===== config.mk =====
export PLATFORM = sky130hd
export DESIGN_NAME = print_scheduler
export DESIGN_NICKNAME = d
export VERILOG_FILES = /design/src/rtl/print_scheduler_pkg.sv /design/src/rtl/print_scheduler.sv
export SDC_FILE = /design/constraint.sdc
export NUM_CORES = 1
export LEC_CHECK = 0
export ABC_AREA = 0
export BUFFER_PORTS_ARGS = -buffer_cell sky130_fd_sc_hd__buf_2
export CORE_AREA = 2 2 286 288
export CTS_CLUSTER_DIAMETER = 200
export DETAILED_ROUTE_END_ITERATION = 10
export DIE_AREA = 0 0 288 290
export PLACE_DENSITY = 0.4
export SYNTH_ARGS = -nofsm -noshare
export SYNTH_HDL_FRONTEND = slang
export SYNTH_SLANG_ARGS = --single-unit

===== constraint.sdc =====
create_clock -name clk -period 4.6 [get_ports clk]
set_clock_uncertainty 0.2 [all_clocks]
set_input_delay 0.46 -clock clk [delete_from_list [all_inputs] [get_ports clk]]
set_output_delay 0.46 -clock clk [all_outputs]
set_load 0.005 [all_outputs]

===== src/rtl/print_scheduler_pkg.sv =====
// print_scheduler_pkg
//   Shared widths, the frame-sequencer state encoding and the default
//   per-frame character limit for print_scheduler and its parent.
//
//   Board layout: 16 cells of CELL_W bits each. Cell k occupies
//   bits [CELL_W*k +: CELL_W] of a BOARD_W-bit vector.
package print_scheduler_pkg;

  localparam int BOARD_W           = 320;
  localparam int CELL_W            = 20;
  localparam int NUM_CELLS         = BOARD_W / CELL_W;
  localparam int SCORE_W           = 21;
  localparam int CHAR_W            = 8;
  localparam int CNT_W             = 11;
  localparam int FRAME_CNT_W       = 16;
  localparam int MAX_CHARS_DEFAULT = 2047;

  // Frame sequencer states. The numeric encoding is what dbg_state_o
  // shows, so it is pinned explicitly.
  typedef enum logic [2:0] {
    S_IDLE   = 3'd0,
    S_START  = 3'd1,
    S_ARM    = 3'd2,
    S_FETCH  = 3'd3,
    S_LATCH  = 3'd4,
    S_SEND   = 3'd5,
    S_FINISH = 3'd6
  } state_e;

  // Offset of a board cell inside the packed board vector.
  function automatic int cell_lsb(input int k);
    return k * CELL_W;
  endfunction

endpackage


===== src/rtl/print_scheduler.sv =====
// print_scheduler
//   Turns a print request from the game logic into one text frame on a
//   UART. On a request the live board and score are snapshotted, the
//   external board_to_string formatter is started, and its characters are
//   pulled one at a time (bts_print_nxt -> bts_char) and handed to the
//   UART transmitter until the formatter reports done or the per-frame
//   character limit is reached.
//
// Ports
//   clk            system clock, rising edge
//   rst            synchronous active-high reset
//   req            print request strobe
//   board_in       live board (16 x 20-bit cells)
//   score_in       live score
//   bts_board      board snapshot held for the whole frame
//   bts_score      score snapshot held for the whole frame
//   bts_start      one-cycle start pulse to board_to_string
//   bts_print_nxt  one-cycle "give me the next character" pulse
//   bts_char       character returned the cycle after bts_print_nxt
//   bts_done       formatter has no more characters
//   tx_data        character to transmit
//   tx_valid       tx_data is valid
//   tx_ready       UART accepts tx_data this cycle
//   busy           a frame is in progress (low only in IDLE)
//   pending        a request arrived while busy; another frame will follow
//   overrun        sticky: a frame was truncated at MAX_CHARS
//   frames_sent    completed frames, wraps at 16 bits
//   dbg_state_o    current sequencer state (state_e encoding)
//
// Handshake: a character transfers on a rising edge where tx_valid and
// tx_ready are both 1. Once tx_valid rises it stays high and tx_data stays
// unchanged until that transfer; tx_valid never depends on tx_ready.
module print_scheduler
  import print_scheduler_pkg::*;
#(
  parameter int MAX_CHARS = MAX_CHARS_DEFAULT
) (
  input  logic                   clk,
  input  logic                   rst,
  input  logic                   req,
  input  logic [BOARD_W-1:0]     board_in,
  input  logic [SCORE_W-1:0]     score_in,
  output logic [BOARD_W-1:0]     bts_board,
  output logic [SCORE_W-1:0]     bts_score,
  output logic                   bts_start,
  output logic                   bts_print_nxt,
  input  logic [CHAR_W-1:0]      bts_char,
  input  logic                   bts_done,
  output logic [CHAR_W-1:0]      tx_data,
  output logic                   tx_valid,
  input  logic                   tx_ready,
  output logic                   busy,
  output logic                   pending,
  output logic                   overrun,
  output logic [FRAME_CNT_W-1:0] frames_sent,
  output logic [2:0]             dbg_state_o
);

  // The character counter is CNT_W bits wide, so the limit is clipped to it.
  localparam logic [CNT_W-1:0] MAX_CNT = CNT_W'(MAX_CHARS);

  state_e                 state_q, state_d;
  logic [BOARD_W-1:0]     board_q, board_d;
  logic [SCORE_W-1:0]     score_q, score_d;
  logic                   pending_q, pending_d;
  logic                   overrun_q, overrun_d;
  logic [CHAR_W-1:0]      tx_data_q, tx_data_d;
  logic [CNT_W-1:0]       char_cnt_q, char_cnt_d;
  logic [FRAME_CNT_W-1:0] frames_q, frames_d;

  logic launch;    // leave IDLE this cycle
  logic at_limit;  // frame already carries MAX_CHARS characters

  assign launch   = (state_q == S_IDLE) && (req || pending_q);
  assign at_limit = (char_cnt_q == MAX_CNT);

  // ---------------------------------------------------------------------
  // FSM: state register
  // ---------------------------------------------------------------------
  always_ff @(posedge clk) begin
    if (rst) begin
      state_q <= S_IDLE;
    end else begin
      state_q <= state_d;
    end
  end

  // ---------------------------------------------------------------------
  // FSM: next-state logic
  // ---------------------------------------------------------------------
  always_comb begin
    state_d = state_q;
    unique case (state_q)
      S_IDLE:   if (launch) state_d = S_START;
      S_START:  state_d = S_ARM;
      // ARM gives the formatter one cycle to react to bts_start, so a
      // bts_done left over from the previous frame is never mistaken
      // for the end of this one.
      S_ARM:    state_d = S_FETCH;
      S_FETCH: begin
        if (bts_done || at_limit) state_d = S_FINISH;
        else                      state_d = S_LATCH;
      end
      S_LATCH:  state_d = S_SEND;
      S_SEND:   if (tx_ready) state_d = S_FETCH;
      S_FINISH: state_d = S_IDLE;
      default:  state_d = S_IDLE;
    endcase
  end

  // ---------------------------------------------------------------------
  // FSM: outputs
  // ---------------------------------------------------------------------
  always_comb begin
    bts_start     = 1'b0;
    bts_print_nxt = 1'b0;
    tx_valid      = 1'b0;
    busy          = 1'b1;
    unique case (state_q)
      S_IDLE:  busy = 1'b0;
      S_START: bts_start = 1'b1;
      S_FETCH: bts_print_nxt = !bts_done && !at_limit;
      S_SEND:  tx_valid = 1'b1;
      default: ;
    endcase
  end

  // ---------------------------------------------------------------------
  // Datapath next-state
  // ---------------------------------------------------------------------
  always_comb begin
    board_d    = board_q;
    score_d    = score_q;
    pending_d  = pending_q;
    overrun_d  = overrun_q;
    tx_data_d  = tx_data_q;
    char_cnt_d = char_cnt_q;
    frames_d   = frames_q;

    // Snapshot is only taken on the way out of IDLE, so it stays frozen
    // for the whole frame whatever board_in does.
    if (launch) begin
      board_d = board_in;
      score_d = score_in;
    end

    // Any number of requests while busy (including during FINISH) fold
    // into one follow-up frame. IDLE always consumes pending: either it
    // launches on it or it was already clear.
    if (state_q == S_IDLE) begin
      pending_d = 1'b0;
    end else if (req) begin
      pending_d = 1'b1;
    end

    if ((state_q == S_FETCH) && !bts_done && at_limit) begin
      overrun_d = 1'b1;
    end

    if (state_q == S_START) begin
      char_cnt_d = '0;
    end else if ((state_q == S_LATCH) && !at_limit) begin
      char_cnt_d = char_cnt_q + 1'b1;
    end

    // bts_char is valid the cycle after bts_print_nxt, which is LATCH.
    if (state_q == S_LATCH) begin
      tx_data_d = bts_char;
    end

    if (state_q == S_FINISH) begin
      frames_d = frames_q + 1'b1;
    end
  end

  // ---------------------------------------------------------------------
  // Datapath registers
  // ---------------------------------------------------------------------
  always_ff @(posedge clk) begin
    if (rst) begin
      board_q    <= '0;
      score_q    <= '0;
      pending_q  <= 1'b0;
      overrun_q  <= 1'b0;
      tx_data_q  <= '0;
      char_cnt_q <= '0;
      frames_q   <= '0;
    end else begin
      board_q    <= board_d;
      score_q    <= score_d;
      pending_q  <= pending_d;
      overrun_q  <= overrun_d;
      tx_data_q  <= tx_data_d;
      char_cnt_q <= char_cnt_d;
      frames_q   <= frames_d;
    end
  end

  assign bts_board   = board_q;
  assign bts_score   = score_q;
  assign tx_data     = tx_data_q;
  assign pending     = pending_q;
  assign overrun     = overrun_q;
  assign frames_sent = frames_q;
  assign dbg_state_o = state_q;

endmodule

==> results of run 1 <==
through the flow:
stage               worst slack [ps]  hold slack [ps]  instances
finish                          1810             50.5       3809
global route                    1600             18.5       3809
CTS                             1730            0.193       3808
detailed placement              1910              243       3380
global placement                1950              241       3380
floorplan                       2520              253       1693
kinds of logic after synthesis:
kind of cell	after synthesis	synth area share (%)
xor+xnor	13	0.852
fa+ha+maj	2	0.187
buf+inv	128	4.04
simple gates	788	23.2
compound gates	378	14.4
mux	3	0.234
flops	381	57.1
sequential cells by signal (all words and copies together) (netlist names):
signal       flops
bts_board      320
bts_score       21
char_cnt_q      11
dbg_state_o      3
frames_sent     16
overrun          1
pending          1
tx_data          8
layer usage:
layer  up-vias  GRT usage [%]
li1       7534              -
met1      6715           14.5
met2       443           22.7
met3        93           3.34
met4         0           4.17
met5         -              0
cells in the final DEF (no fill, tap or decap), types with 3 or more instances in the layout:
cell	count
or4_1	3
clkbuf_8	8
nand3_1	7
nand4_1	4
or3_1	6
xor2_1	6
o31ai_1	3
buf_4	14
buf_12	8
a21oi_1	362
inv_1	6
buf_2	726
dlygate4sd3_1	348
xnor2_1	7
clkbuf_16	49
nand2_1	715
clkinv_2	5
nor2_1	22
dfxtp_1	381
clkbuf_1	15
nor3_1	9
o21ai_0	6
nor4_1	6
cell type report:
cell class / instances / area share [%]
Multi-Input combinational cell: 1184 / 22.6
Antenna cell: 1 / 0.0108
Timing Repair Buffer: 1097 / 32.1
Clock buffer: 72 / 6.03
Tap cell: 1060 / 5.75
Inverter: 6 / 0.0976
Clock inverter: 8 / 0.407
Sequential cell: 381 / 33.1
final timing paths:
kind	start	end	slack, ps
worst min register to register	bts_board[274]	bts_board[274]	250
worst max register to register	dbg_state_o[2]	bts_board[222]	1920
worst min-delay path	board_in[285]	bts_board[285]	50
worst max-delay path	char_cnt_q[0]	bts_print_nxt	1810
power by group:
part | leakage (nW) | switching, mW | internal [mW]
clock network | 0.731 | 1.49 | 2.18
logic | 6.52 | 0.961 | 0.774
registers | 3.12 | 0.158 | 3.61
tightest hold or removal path, cell delays in order:
cell and delay, ps:
buf_2 120, nand2_1 110, a21oi_1 70
what timing repair did:
item	CTS	global route
gates resized for setup	0	0
endpoints found under the hold margin	348	0
hold buffers	348	0
==> out/results.ini, run 1 <==
[outcome]
status = complete, no violations

[power_and_ir_drop]
power.leakage_nw = 10.4
power_density_mw_per_mm2 = 397
finalPower_mw = 9.17
irDropWorstVdd_v = 0.000217

[synth]
async_reset_ff_share_pct = 0
yosys.cell_count.top_type = nand2_1
synthCells = 1693
ys_ff_latch = 381
synth_area_mm2 = 0.0134
synth_edf_count = 0
synth_top_area_share_pct = 57.1
yosysWarnings = 0
syn_nets = 2049
yosysSeqAreaShare_pct = 57.1
synthFlopType = dfxtp_1
synth_commonest_cells = nand2_1, dfxtp_1, a21oi_1, clkbuf_1, buf_2
synth.avg_cell_area_um2 = 7.89
synth_top_cell_by_area = dfxtp_1
netlist_top_cells_area = dfxtp_1, nand2_1, a21oi_1
synth_cell_type_count = 40

[setup_path]
required_ps = 3940
crit_cells = 5
critPathKind = reg -> out
slowest_delay_ps = 470
path_cells = ha_1 > nand4_1 > nor3_1 > nor2b_1 > buf_2
crit_path_end_kind = primary output
cp_max_fo = 5
cp_num_buf_inv = 1
cp.arrival_ps = 2130
critPathSlowestCell = nor3_1
ff2ff_path_depth = 7
crit_family = simple AND/OR/NAND/NOR gates
start_kind = register

[floorplanning]
rows = 104
die_h_um = 290
start_util_pct = 16.7
io_pins = 728
die_w_um = 288
coreArea_mm2 = 0.0802
dieArea_mm2 = 0.0835

[routing]
wl_per_cell_um = 14.7
first_pass_iters = 5
wl_met1_um = 22900
ant_nets = 0
num_vias = 14800
highest_layer = met4
drt-initial-drc-count = 610
drt_drc_violations_left = 0
wl_met2_um = 27800
finalWirelength_um = 56100
routed-wl-met3_um = 3830
vias_per_cell = 3.88

[grt]
overflow = 0
grt_max_degree = 133
grt_pass1_wl_um = 85200
gr-usage-all-layers_pct = 12.7
antenna_found_initial = 1
grt_pass1_vias = 14800

[sta]
rsz0062_at_grt = no
fin_crit_ps = 2790
max_freq_mhz = 359
drv_slew = 0
setup_violations = 0
finalSetupTns_ps = 0
tightestPinTransition_ps = 838
timing.slew.headroom_pct = 44.2
period_share_pct = 60.6
finalHoldViolations = 0

[placement]
globalplace.congestion = 0.777
place_hpwl_um = 39200
portBuffers = 727
place_area_mm2 = 0.0181

[clock_network]
cts.sinks = 381
clock_path_buffers = 3
cts_tree = done
cts.clk_slew.worst_paths_ps = 50
worstSkewPairLatency_ps = 560
ctsRootBufferMaster = clkbuf_16
numCtsBuffers = 48
htree_levels = 2
post_cts.repair.setup_buffers = 0

[final_layout]
seq_area_mm2 = 0.00763
fin_util_pct = 28.8
syn_to_final_growth_pct = 72.8
drive_above_1_share_pct = 29.9
stdcell_area_mm2 = 0.0231
multi_input_area_mm2 = 0.00522
nFillCells = 8801
nets = 3074

[job]
cap_violations = 0

[worst_hold_path]
hold_class = in -> reg
hold_path_depth = 3

No activity file was read; power rests on OpenSTA's default activity.
==> run 2, diff against run 1 <==
- PLACE_DENSITY: 0.4 -> 0.41
- clock period: 4.6 -> 2.24 ns (I/O delays scaled with it)
==> out/results.ini, run 2 (synthesized netlist as in run 1, its figures left out) <==
[outcome]
status = complete, no violations

[clock_network]
cts.sinks = 381  ; unchanged
cts_tree = done
ctsRootBufferMaster = clkbuf_16
htree_levels = 2  ; unchanged
cts.clk_slew.worst_paths_ps = 60  ; about the same
clock_path_buffers = 3  ; unchanged
worstSkewPairLatency_ps = 560  ; about the same
numCtsBuffers = 46  ; -4.2%

[setup_path]
cp_max_fo = 4  ; -1
crit_path_end_kind = primary output
start_kind = register
critPathSlowestCell = dfxtp_2
path_cells = ha_4 > nand4_1 > nor3_2 > buf_4 > nor2b_1 > buf_2
cp.arrival_ps = 1790  ; -340 ps
slowest_delay_ps = 360  ; -110 ps
critPathKind = reg -> out
required_ps = 1820  ; -2120 ps

[sta]
timing.slew.headroom_pct = 61.0  ; +17 points
fin_crit_ps = 2220
finalHoldViolations = 0  ; unchanged
tightestPinTransition_ps = 585  ; -252 ps
max_freq_mhz = 451
period_share_pct = 98.9
setup_violations = 0  ; unchanged
drv_slew = 0  ; unchanged
timing.final.ws_setup_ps = 24.9  ; -1790 ps
rsz0062_at_grt = yes
hold_slack_ps = 232  ; +182 ps

[floorplanning]
die_w_um = 288  ; unchanged
rows = 104  ; unchanged
coreArea_mm2 = 0.0802  ; unchanged
dieArea_mm2 = 0.0835  ; unchanged
die_h_um = 290  ; unchanged
io_pins = 728  ; unchanged
start_util_pct = 16.7  ; unchanged

[grt]
antenna_found_initial = 0  ; -1
grt_max_degree = 73  ; -45%
grt_pass1_vias = 15200  ; +3.1%
gr-usage-all-layers_pct = 12.7  ; -0.040 points
grt_pass1_wl_um = 85000  ; -0.19%
overflow = 0  ; unchanged

[power_and_ir_drop]
internal_power_mw = 14.2  ; +120%
p_sw_mw = 5.42  ; +110%
p_sw_share_pct = 27.6  ; -0.84 points
pwr-share-comb_pct = 19.6  ; +0.7 points
power.leakage_nw = 10.8  ; +4.1%
pwr-share-clk_pct = 41.1  ; +1.1 points
finalPower_mw = 19.7  ; +110%
power_density_mw_per_mm2 = 823  ; +110%
irDropWorstVdd_v = 0.000569  ; +160%
sequentialPowerShare_pct = 39.3  ; -1.8 points

[routing]
wl_per_cell_um = 14.6  ; -1.1%
first_pass_iters = 5  ; unchanged
finalWirelength_um = 56400  ; +0.56%
drt_drc_violations_left = 0  ; unchanged
vias_per_cell = 3.90  ; +0.54%
ant_nets = 0  ; unchanged
drt-initial-drc-count = 557  ; -8.7%
num_vias = 15100  ; +2.3%

[worst_hold_path]
hold_class = in -> reg

[placement]
portBuffers = 727  ; unchanged
place_hpwl_um = 40100  ; +2.3%
globalplace.congestion = 0.815  ; +5.0%
place_ws_ps = 141  ; -1770 ps
placedCellCount = 3426  ; +1.4%

[final_layout]
drive_above_1_share_pct = 31.9  ; +2.0 points
nFillCells = 8715  ; -0.98%
finalNonFillerCells = 3874  ; +1.7%
syn_to_final_growth_pct = 78.7
multi_input_area_mm2 = 0.00524  ; +0.53%
n_antenna_cell = 0  ; -1
largest_register_ffs = 320  ; unchanged
nets = 3134  ; +2.0%
seq_area_mm2 = 0.00764  ; +0.11%
final_common_cell = buf_2
final_cell_mix = buf_2, nand2_1, dfxtp_1

[job]
cap_violations = 0  ; unchanged

## run 2: cell count changes in the layout (fill, tap and decap cells not counted), sizes merged
cell / delta
dlygate4sd3: +7
clkinv: +3
diode: -1
buf: +54
bufinv: +4
clkbuf: -4
clkinvlp: +2
## run 2: per-layer routing
metal / up-vias / global-route usage, % / share of wire, %
li1: 7662 / - / -
met1: 6838 / 14.3 / 41
met2: 499 / 22.6 / 49
met3: 119 / 2.91 / 6.9
met4: 0 / 5.23 / 3.7
met5: - / 0 / 0
## run 2: path summary, 6_finish.rpt
kind         depth (start not counted)      startpoint               to  slack [ps]
max                                  6   char_cnt_q[1]    bts_print_nxt          20
max reg2reg                          4  frames_sent[5]  frames_sent[15]         150
min                                  4    board_in[79]    bts_board[79]         230
min reg2reg                          2    bts_board[5]     bts_board[5]         250
## run 2: cell type report
class                           instances  share of cell area, %
Timing Repair Buffer                 1159                   33.5
Sequential cell                       381                   32.0
Multi-Input combinational cell       1184                   22.0
Clock buffer                           67                   5.88
Tap cell                             1060                   5.56
Clock inverter                         17                   1.01
Inverter                                6                 0.0944
## run 2: critical path, delay by kind of cell (launching register included)
kind | cells | cell delay (ps)
AND/OR/NAND/NOR | 3 | 430
flip-flops | 1 | 360
buffers and inverters | 2 | 290
adder cells (fa/ha/maj) | 1 | 150
## run 2: per-stage QoR
step	utilization, %	TNS, ps	cell area [µm²]
after global routing	29.8	-91.4	23900
after detailed placement	23.1	0	18600
after global placement	23.1	0	18600
after floorplan	-	0	13400
final	29.8	0	23900
after CTS	29.7	0	23800
## run 2: power by group through the flow
stage | Clock [mW] | Combinational [mW] | Sequential, mW
3_5_place_dp | 0 | 3.37 | 7.86
4_1_cts | 8.42 | 3.89 | 7.72
2_1_floorplan | 0 | 1.47 | 7.92
5_1_grt | 8.62 | 4.28 | 7.80
3_3_place_gp | 0 | 3.39 | 7.85
6_report | 8.07 | 3.86 | 7.72
## run 2: timing repair
action / in CTS / in global routing
cloned: 0 / 1
resized for setup: 7 / 4
setup endpoints to repair: 1 / 4
hold buffers: 355 / 0
setup buffers: 1 / 7
pin swaps: 2 / 3
hold endpoints to repair: 354 / 0
